<file path="src/rtl/hdmi_timing_pkg.sv">
// Shared types and 720p60 default timing for the raster timing generator.
// Contents:
//   axis_state_t - phase of one timing axis (active, front porch, sync, back porch)
//   Def*         - 1280x720 @ 60 Hz timing constants
//   total_len()  - sum of the four phase lengths of an axis
package hdmi_timing_pkg;

  typedef enum logic [1:0] {ACT, FP, SY, BP} axis_state_t;

  localparam int unsigned DefHActive = 1280;
  localparam int unsigned DefHFront  = 110;
  localparam int unsigned DefHSync   = 40;
  localparam int unsigned DefHBack   = 220;
  localparam int unsigned DefVActive = 720;
  localparam int unsigned DefVFront  = 5;
  localparam int unsigned DefVSync   = 5;
  localparam int unsigned DefVBack   = 20;

  function automatic int unsigned total_len(int unsigned act, int unsigned fp,
                                            int unsigned sy, int unsigned bp);
    return act + fp + sy + bp;
  endfunction

endpackage

</file>
<file path="src/rtl/video_timing_axis.sv">
// One timing axis: a 4-phase FSM (ACT -> FP -> SY -> BP -> ACT) with a per-phase
// counter running 0..len-1. Zero-length porches are skipped.
// Ports:
//   clk_i     - clock
//   rst_i     - synchronous active-high reset (to ACT, count 0)
//   advance_i - step the counter this cycle
//   state_o   - current phase
//   pos_o     - counter value while in ACT, else 0
//   wrap_o    - high on the advancing last count of the final phase (axis restarts)
module video_timing_axis
  import hdmi_timing_pkg::*;
#(
  parameter int unsigned ACT_LEN = 1,
  parameter int unsigned FP_LEN  = 0,
  parameter int unsigned SY_LEN  = 1,
  parameter int unsigned BP_LEN  = 0,
  parameter int unsigned CW      = 12
) (
  input  logic          clk_i,
  input  logic          rst_i,
  input  logic          advance_i,
  output axis_state_t   state_o,
  output logic [CW-1:0] pos_o,
  output logic          wrap_o
);

  localparam logic [CW-1:0] ActLast = CW'(ACT_LEN - 1);
  localparam logic [CW-1:0] FpLast  = CW'(FP_LEN - 1);
  localparam logic [CW-1:0] SyLast  = CW'(SY_LEN - 1);
  localparam logic [CW-1:0] BpLast  = CW'(BP_LEN - 1);

  axis_state_t   state_q, state_d, state_nxt;
  logic [CW-1:0] cnt_q, cnt_d, len_last;
  logic          last;

  // State register
  always_ff @(posedge clk_i) begin
    if (rst_i) begin
      state_q <= ACT;
      cnt_q   <= '0;
    end else begin
      state_q <= state_d;
      cnt_q   <= cnt_d;
    end
  end

  // Next-state logic
  always_comb begin
    len_last  = ActLast;
    state_nxt = state_q;
    unique case (state_q)
      ACT: begin
        len_last  = ActLast;
        state_nxt = (FP_LEN != 0) ? FP : SY;
      end
      FP: begin
        len_last  = FpLast;
        state_nxt = SY;
      end
      SY: begin
        len_last  = SyLast;
        state_nxt = (BP_LEN != 0) ? BP : ACT;
      end
      BP: begin
        len_last  = BpLast;
        state_nxt = ACT;
      end
      default: ;
    endcase
    last    = (cnt_q == len_last);
    state_d = state_q;
    cnt_d   = cnt_q;
    if (advance_i) begin
      if (last) begin
        state_d = state_nxt;
        cnt_d   = '0;
      end else begin
        cnt_d = cnt_q + 1'b1;
      end
    end
  end

  // Outputs
  always_comb begin
    state_o = state_q;
    pos_o   = (state_q == ACT) ? cnt_q : '0;
    wrap_o  = advance_i & last & (state_nxt == ACT) & (state_q != ACT);
  end

endmodule

</file>
<file path="src/rtl/video_timing_ctrl.sv">
// Raster timing generator for the HDMI output path (hdmi_clk domain).
// Issues pixel-coordinate requests to the pixel source and emits the
// {display_enable, vsync, hsync} word for hdmi.hve, delayed LEAD clocks so it
// lines up with the pixel source's rgb response.
// Ports:
//   i_hdmi_clk    - pixel clock
//   i_reset       - synchronous active-high reset
//   o_req         - request for visible pixel (o_x, o_y)
//   o_x, o_y      - requested column/row, 0 outside active video
//   o_frame_start - pulse with the request for (0,0)
//   o_line_start  - pulse with the request for x=0 of each visible line
//   o_hve         - {de, vsync, hsync}, LEAD clocks behind o_req
module video_timing_ctrl
  import hdmi_timing_pkg::*;
#(
  parameter int unsigned H_ACTIVE   = DefHActive,
  parameter int unsigned H_FRONT    = DefHFront,
  parameter int unsigned H_SYNC     = DefHSync,
  parameter int unsigned H_BACK     = DefHBack,
  parameter int unsigned V_ACTIVE   = DefVActive,
  parameter int unsigned V_FRONT    = DefVFront,
  parameter int unsigned V_SYNC     = DefVSync,
  parameter int unsigned V_BACK     = DefVBack,
  parameter bit          H_SYNC_POL = 1'b1,
  parameter bit          V_SYNC_POL = 1'b1,
  parameter int unsigned LEAD       = 2,
  parameter int unsigned CW         = 12
) (
  input  logic          i_hdmi_clk,
  input  logic          i_reset,
  output logic          o_req,
  output logic [CW-1:0] o_x,
  output logic [CW-1:0] o_y,
  output logic          o_frame_start,
  output logic          o_line_start,
  output logic [2:0]    o_hve
);

  localparam int unsigned HTotal = total_len(H_ACTIVE, H_FRONT, H_SYNC, H_BACK);
  localparam int unsigned VTotal = total_len(V_ACTIVE, V_FRONT, V_SYNC, V_BACK);
  localparam logic [2:0]  HveIdle = {1'b0, ~V_SYNC_POL, ~H_SYNC_POL};

  if (HTotal >= (32'd1 << CW) || VTotal >= (32'd1 << CW)) begin : g_width_chk
    $error("video_timing_ctrl: CW too narrow for H/V totals");
  end
  if (H_ACTIVE == 0 || V_ACTIVE == 0 || H_SYNC == 0 || V_SYNC == 0) begin : g_len_chk
    $error("video_timing_ctrl: active and sync lengths must be nonzero");
  end
  if (LEAD > 15) begin : g_lead_chk
    $error("video_timing_ctrl: LEAD must be 0..15");
  end

  axis_state_t   h_state, v_state;
  logic [CW-1:0] h_pos, v_pos;
  logic          h_wrap, v_wrap;

  video_timing_axis #(
    .ACT_LEN(H_ACTIVE), .FP_LEN(H_FRONT), .SY_LEN(H_SYNC), .BP_LEN(H_BACK), .CW(CW)
  ) u_h_axis (
    .clk_i    (i_hdmi_clk),
    .rst_i    (i_reset),
    .advance_i(1'b1),
    .state_o  (h_state),
    .pos_o    (h_pos),
    .wrap_o   (h_wrap)
  );

  // Vertical phase only moves at end of line, so vsync edges land on h position 0.
  video_timing_axis #(
    .ACT_LEN(V_ACTIVE), .FP_LEN(V_FRONT), .SY_LEN(V_SYNC), .BP_LEN(V_BACK), .CW(CW)
  ) u_v_axis (
    .clk_i    (i_hdmi_clk),
    .rst_i    (i_reset),
    .advance_i(h_wrap),
    .state_o  (v_state),
    .pos_o    (v_pos),
    .wrap_o   (v_wrap)
  );

  logic          req_q, req_d, fs_q, fs_d, ls_q, ls_d;
  logic [CW-1:0] x_q, x_d, y_q, y_d;
  // Set while the axes sit at (0,0): after reset or the cycle after end of frame.
  logic          sof_q, sof_d;
  logic          de, vs, hs;
  logic [2:0]    pipe_q [LEAD+1];
  logic [2:0]    pipe_d [LEAD+1];

  always_comb begin
    de     = (h_state == ACT) && (v_state == ACT);
    hs     = (h_state == SY) ? H_SYNC_POL : ~H_SYNC_POL;
    vs     = (v_state == SY) ? V_SYNC_POL : ~V_SYNC_POL;
    req_d  = de;
    x_d    = de ? h_pos : '0;
    y_d    = de ? v_pos : '0;
    ls_d   = de && (h_pos == '0);
    fs_d   = de && sof_q;
    sof_d  = v_wrap;
    pipe_d[0] = {de, vs, hs};
    for (int unsigned i = 1; i <= LEAD; i++) begin
      pipe_d[i] = pipe_q[i-1];
    end
  end

  always_ff @(posedge i_hdmi_clk) begin
    if (i_reset) begin
      req_q <= 1'b0;
      x_q   <= '0;
      y_q   <= '0;
      fs_q  <= 1'b0;
      ls_q  <= 1'b0;
      sof_q <= 1'b1;
      for (int unsigned i = 0; i <= LEAD; i++) begin
        pipe_q[i] <= HveIdle;
      end
    end else begin
      req_q <= req_d;
      x_q   <= x_d;
      y_q   <= y_d;
      fs_q  <= fs_d;
      ls_q  <= ls_d;
      sof_q <= sof_d;
      for (int unsigned i = 0; i <= LEAD; i++) begin
        pipe_q[i] <= pipe_d[i];
      end
    end
  end

  always_comb begin
    o_req         = req_q;
    o_x           = x_q;
    o_y           = y_q;
    o_frame_start = fs_q;
    o_line_start  = ls_q;
    o_hve         = pipe_q[LEAD];
  end

endmodule

</file>
<file path="config.mk">
export PLATFORM = sky130hd
export DESIGN_NAME = video_timing_ctrl
export DESIGN_NICKNAME = d
export VERILOG_FILES = /design/src/rtl/hdmi_timing_pkg.sv /design/src/rtl/video_timing_axis.sv /design/src/rtl/video_timing_ctrl.sv
export SDC_FILE = /design/constraint.sdc
export NUM_CORES = 1
export LEC_CHECK = 0
export CAP_MARGIN = 20
export CORE_MARGIN = 1
export CORE_UTILIZATION = 40
export CTS_BUF_LIST = sky130_fd_sc_hd__clkbuf_4 sky130_fd_sc_hd__clkbuf_8
export DETAILED_ROUTE_END_ITERATION = 10
export HOLD_SLACK_MARGIN = 0.06
export PLACE_DENSITY = 0.75
export SETUP_SLACK_MARGIN = 0.02
export SYNTH_ARGS = -nofsm -noshare
export SYNTH_HDL_FRONTEND = slang
export SYNTH_SLANG_ARGS = --single-unit
</file>
<file path="constraint.sdc">
create_clock -name i_hdmi_clk -period 2.25 [get_ports i_hdmi_clk]
set_input_delay 0.5625 -clock i_hdmi_clk [delete_from_list [all_inputs] [get_ports i_hdmi_clk]]
set_output_delay 0.5625 -clock i_hdmi_clk [all_outputs]
set_load 0.005 [all_outputs]
</file>
==> results of run 1 <==
==> routing by layer <==
metal | vias to the layer above | track usage (%) | routed length [um]
li1 | 1040 | - | -
met1 | 993 | 23.7 | 2630
met2 | 65 | 26.6 | 2680
met3 | 7 | 3.08 | 297
met4 | 0 | 10.9 | 91
met5 | - | 0 | 0
==> registers in the layout, indices dropped and copies added (netlist names) <==
register / count
o_frame_start: 1
o_line_start: 1
o_x: 12
o_y: 12
pipe_q: 9
sof_q: 1
u_h_axis.cnt_q: 12
u_h_axis.state_o: 2
u_v_axis.cnt_q: 12
u_v_axis.state_o: 2
==> stage by stage <==
stage	instances	instance area, um2
floorplan	269	2620
global placement	376	3070
detailed placement	376	3070
CTS	401	3380
global route	403	3450
finish	403	3450
==> synth_stat cells, drive strengths merged <==
library cell / number / share of area (%)
nor2b: 10 / 2.4
nand3b: 2 / 0.58
buf: 1 / 0.43
and3b: 1 / 0.34
nand4: 3 / 0.72
and3: 10 / 2.4
nor3b: 1 / 0.29
and4: 1 / 0.34
nand2: 18 / 2.6
o211a: 1 / 0.38
a2bb2oi: 5 / 1.7
or2: 3 / 0.72
mux2i: 1 / 0.38
a41o: 1 / 0.38
ha: 12 / 5.8
nand4b: 2 / 0.67
nor3: 2 / 0.38
nor2: 16 / 2.3
nor4: 1 / 0.24
a21oi: 15 / 2.9
or4: 11 / 3.2
or3b: 2 / 0.77
a22oi: 1 / 0.29
o21ai: 3 / 0.58
xor2: 4 / 1.3
nand2b: 3 / 0.72
a2111oi: 1 / 1.1
o211ai: 1 / 0.29
o22ai: 3 / 0.96
o31ai: 3 / 0.86
a211oi: 1 / 0.29
or3: 4 / 0.96
nand3: 9 / 1.9
inv: 7 / 1.0
xnor2: 8 / 2.7
mux2: 1 / 0.43
and2: 24 / 5.8
dfxtp: 64 / 49
clkbuf: 13 / 1.9
==> repair_timing <==
| item | CTS | global route |
|---|---|---|
| pin swaps | 7 | 9 |
| setup buffers | 8 | 2 |
| endpoints found under the setup margin | 10 | 22 |
| hold buffers | 0 | 0 |
| cloned | 1 | 0 |
| gates resized for setup | 4 | 13 |
==> kinds of logic after synthesis <==
family,synth area share [%]
muxes,0.816
DFF,49.2
xor gates and xnor gates,4.03
adders and majority gates,5.76
and+or+nand+nor,27.3
AOI/OAI and AO/OA,9.65
buffers and inverters,3.31
==> power by group through the flow <==
| stage | clock, mW | sequential, mW | combinational, mW |
|---|---|---|---|
| after floorplan | 0 | 1.21 | 0.0742 |
| after global placement | 0 | 1.22 | 0.117 |
| after detailed placement | 0 | 1.22 | 0.118 |
| after CTS | 1.12 | 1.19 | 0.119 |
| after global routing | 1.17 | 1.20 | 0.138 |
| final | 1.09 | 1.19 | 0.124 |
==> worst max-delay path, stage by stage, from the launching register on <==
cell	delay [ns]
dfxtp_2	0.33
inv_4	0.07
ha_4	0.13
or3b_4	0.39
a2111oi_4	0.30
buf_4	0.20
nand3_4	0.13
or4_4	0.55
a21oi_2	0.11
==> layout make-up <==
cell class	count	area [um2]
inverter	7	28.8
timing repair buffer	54	487
fill	545	2870
multi-input combinational	185	1320
clock buffer	11	145
tap	77	96.3
sequential	64	1290
clock inverter	5	80.1
==> worst min path at each step <==
stage                     cells past startpoint  slack (ns)   from            end
final                                         1        0.43  sof_q  o_frame_start
after global routing                          1        0.45  sof_q  o_frame_start
after CTS                                     1        0.43  sof_q  o_frame_start
after detailed placement                      1        0.42  sof_q  o_frame_start
after global placement                        1        0.41  sof_q  o_frame_start
after floorplan                               1        0.41  sof_q  o_frame_start
==> metrics, run 1 <==
Std-Cell Rows=29; drt total wl=5690 um; Critical Path Sink Type=flop; clk buf depth=2; CP required=2.53 ns; remaining antenna violation count=0; nets=335; Worst Setup EP=u_v_axis.cnt_q[7]; total CTS buffers=9; worst vdd ir=approximately 380 uV; worst r2r src=u_h_axis.state_o[0]; Overflow after GRT=0; failing checks=setup timing; HPWL Detailed=3540 um; PwrDens=699 nW/um2; Synth Instances=around 270; synthesized area=2610 um2; Die ar.=6840 um2; hold_ws=0.430 ns; status=finished with violations; PortBufs=31; via count=2105; sw power=515 uW; first-pass GRT wire length=8900 um; Die H=82.7 um; Ant. Diodes=0; initial antenna violation count=0; power share of the sequential group=between 40% and 50%; Comb pwr share=roughly 5.1%; final setup vio count=3; final worst slack=-0.0188 ns; CP Launch Type=flop; Fmax=441 MHz; Max-Cap Viols=0; clock skew=0.00715 ns; syn nets=283; RSZ-0062 raised after global routing=true; # DRC=0; largest net degree at the start of global routing=27; final core occ=between 50 and 60%; final period utilization=101%; post-place setup slack=-0.0872 ns; Worst R2R Path Depth=8; DR WL/cell=14.1 um; # clock sinks=64; Die X=82.7 um; synthesis-stage register bit count=64; crit path max fanout=7; slew margin rel.=72.6%; Vias/cell=5.22; sequential area share after synthesis=49.2%; Hold Path Class=flop to flop; share of layout cells above drive strength 1=19.9%; Clock Tree Root=clkbuf_8; GP Congestion=between 0.7 and 0.8; synth warn=0; commonest non-fill, non-tap cell in the layout=dfxtp_1; RR Endpoint=u_v_axis.cnt_q[7]; Final Slew Violations=0; Pleak=between 1 and 1.5 nW; setup TNS=-0.0313 ns; Netlist cell types=42; Layout area overhead=32.2%; slew of the pin with the lowest slew margin=0.411 ns; CP startpoint=u_h_axis.state_o[0]; H-tree Lvls=3; Final Hold Violating Endpoints=0; Initial Utilization=41.3%; Worst R2R Setup Slack=-0.02 ns; commonest non-fill, non-tap cells in the layout=62 x dfxtp_1, 31 x clkdlybuf4s50_1, 24 x and2_1, 22 x buf_4, 18 x nand2_1; core area=6310 um2; DRT iter0 DRCs=110; DR pass1 iterations=4; # IOs=32; number of global-route vias before repair=between 1500 and 2000; Syn Area/Cell=9.69 um2; later-pin clock latency in the skew report=0.34 ns; clk slew on worst S/H paths=approximately 0.070 ns; Total GRT Usage=17.8%; WS Path Type=flop to flop; minimum clock period=2.27 ns; clock network power share=45.4%; Power Total=2.41 mW; Net Sw Frac=21.4%; Int Pwr=approximately 1.9 mW; CTS tree=done; Worst EP arrival=around 2.6 ns
Power figures use the tool's default switching activity.
==> run 2, diff against run 1 <==
--- a/config.mk
+++ b/config.mk
@@ -5,14 +5,13 @@
 export SDC_FILE = /design/constraint.sdc
 export NUM_CORES = 1
 export LEC_CHECK = 0
-export CAP_MARGIN = 20
 export CORE_MARGIN = 1
 export CORE_UTILIZATION = 40
 export CTS_BUF_LIST = sky130_fd_sc_hd__clkbuf_4 sky130_fd_sc_hd__clkbuf_8
 export DETAILED_ROUTE_END_ITERATION = 10
 export HOLD_SLACK_MARGIN = 0.06
 export PLACE_DENSITY = 0.75
-export SETUP_SLACK_MARGIN = 0.02
+export SETUP_SLACK_MARGIN = 0.1
 export SYNTH_ARGS = -nofsm -noshare
 export SYNTH_HDL_FRONTEND = slang
 export SYNTH_SLANG_ARGS = --single-unit
==> metrics, run 2 (synthesized netlist as in run 1, its figures left out) <==
Layout area overhead=31.3%; Ant. Diodes=0 (unchanged); drt total wl=5220 um (-8.3%); Worst EP arrival=2.51 ns (-0.04 ns); Overflow after GRT=0 (unchanged); crit-path cells=inv_2 -> ha_4 -> or3b_4 -> a2111oi_4 -> nand3_4 -> buf_6 -> or4_1 -> a21oi_2; via count=2030 (-3.6%); Total GRT Usage=16.4% (-1.4 points); initial antenna violation count=0 (unchanged); worst r2r src=u_h_axis.state_o[0]; GP Congestion=0.810 (+2.4%); Crit path depth=8 (unchanged); WS Path Type=flop to flop; nets=332 (-0.90%); worst vdd ir=574 uV (+50%); filler cell count=558 (+2.4%); Die ar.=6840 um2 (unchanged); clk slew on worst S/H paths=0.07 ns (about the same); peak per-stage delay on the critical path=0.42 ns (-0.13 ns); crit path max fanout=7 (unchanged); CTS tree=done; Vias/cell=5.08 (-2.8%); slew margin rel.=73.1% (+0.51 points); # IOs=32 (unchanged); largest net degree at the start of global routing=14 (-48%); register area=1280 um2 (about the same); CP startpoint=u_h_axis.state_o[0]; Initial Utilization=41.3% (unchanged); final setup vio count=0 (-3); Crit path max-delay family=simple AND/OR/NAND/NOR gates; share of layout cells above drive strength 1=19.8% (-0.12 points); Clock Tree Root=clkbuf_8; PwrDens=676 nW/um2 (-3.2%); Hold Path Class=flop to flop; RSZ-0062 raised after global routing=true; slowest CP cell=or4_1; commonest non-fill, non-tap cell in the layout=dfxtp_1; CP Launch Type=flop; later-pin clock latency in the skew report=0.34 ns (about the same); core area=6310 um2 (unchanged); Std-Cell Rows=29 (unchanged); CP required=2.52 ns (about the same); HPWL Detailed=3600 um (+1.7%); hold_ws=0.426 ns (-0.00431 ns); Worst Setup EP=u_v_axis.cnt_q[8]; Final Hold Violating Endpoints=0 (unchanged); final core occ=54.2% (-0.38 points); DRT iter0 DRCs=74 (-33%); remaining antenna violation count=0 (unchanged); clock skew=0.00698 ns (-0.000173 ns); Power Total=2.31 mW (-3.9%); Die H=82.7 um (unchanged); first-pass GRT wire length=8280 um (-7.0%); Die X=82.7 um (unchanged); Fmax=447 MHz (+1.4%); commonest non-fill, non-tap cells in the layout=61 x dfxtp_1, 31 x clkdlybuf4s50_1, 24 x and2_1, 18 x nand2_1, 17 x buf_4; slew of the pin with the lowest slew margin=0.402 ns (-0.00884 ns); CTS Hold Bufs=0 (unchanged); PortBufs=31 (unchanged); minimum clock period=2.24 ns (-0.0321 ns); clk buf depth=2 (unchanged); final period utilization=99.4% (-1.4 points); post-route cell area=3420 um2 (-0.69%); Critical Path Sink Type=flop; Final Slew Violations=0 (unchanged); status=finished, final reports clean; RR Endpoint=u_v_axis.cnt_q[8]; Area after DPL=3080 um2 (+0.49%); multi-input combinational cell area=1330 um2 (+0.66%); Worst R2R Path Depth=8 (unchanged); Worst Path Buf+Inv=2 (unchanged); # clock sinks=64 (unchanged); Pleak=1.35 nW (-0.18%); number of global-route vias before repair=1846 (+2.0%); total CTS buffers=9 (unchanged); Max-Cap Viols=0 (unchanged); Worst R2R Setup Slack=0.01 ns (+0.03 ns); H-tree Lvls=3 (unchanged); DR WL/cell=13.1 um (-7.6%); # DRC=0 (unchanged); DR pass1 iterations=4 (unchanged)
run 2: cell types whose count changed in the layout (fill, tap and decap cells not counted), moves of 2 or more:
cell        delta
dfxtp_2        +2
clkinvlp_4     -2
or4_4          -2
buf_4          -5
or4_1          +2
a2bb2oi_2      +2
buf_6          +2
a2bb2oi_1      -2
run 2: routing by layer:
layer / vias to the layer above / track usage (%) / wire length, um
met1: 943 / 20.4 / 2480
li1: 1025 / - / -
met2: 49 / 24.8 / 2370
met4: 0 / 11.4 / 133
met3: 13 / 4.07 / 244
met5: - / 0 / 0
run 2: through the flow:
stage	setup WS, ns	setup TNS (ns)	instances
global route	-0.0583	-0.362	400
detailed placement	-0.129	-0.601	378
floorplan	0.105	0	269
global placement	-0.0372	-0.134	378
finish	0.0132	0	400
CTS	-0.0523	-0.110	398
run 2: worst min path at each step:
stage / from / to / slack (ns) / cells after the start
after global placement: sof_q / o_frame_start / 0.41 / 1
after detailed placement: sof_q / o_frame_start / 0.41 / 1
final: sof_q / o_frame_start / 0.43 / 1
after floorplan: sof_q / o_frame_start / 0.41 / 1
after global routing: sof_q / o_frame_start / 0.44 / 1
after CTS: sof_q / o_frame_start / 0.43 / 1
run 2: report_power, final:
group	leakage [nW]	switching (mW)	internal, mW
Sequential	0.521	0.0311	1.16
Clock	0.110	0.405	0.593
Combinational	0.723	0.0531	0.0682
Total	1.35	0.490	1.82
run 2: worst reg2reg max path, cell delays in order (launching register included):
cell,delay [ns]
dfxtp_2,0.33
inv_2,0.07
ha_4,0.13
or3b_4,0.39
a2111oi_4,0.37
nand3_4,0.17
buf_6,0.17
or4_1,0.42
a21oi_2,0.13
run 2: repair_timing:
action,CTS,global route
buffers inserted,4,3
gates cloned,1,0
resized for setup,7,16
pin swaps,15,8
endpoints found under the setup margin,10,25
run 2: final cells by class:
class,count,share of cell area [%]
multi-input combinational,184,38.9
sequential,64,37.6
timing repair buffer,52,13.9
clock buffer,13,4.86
tap,77,2.82
clock inverter,3,1.17
inverter,7,0.768
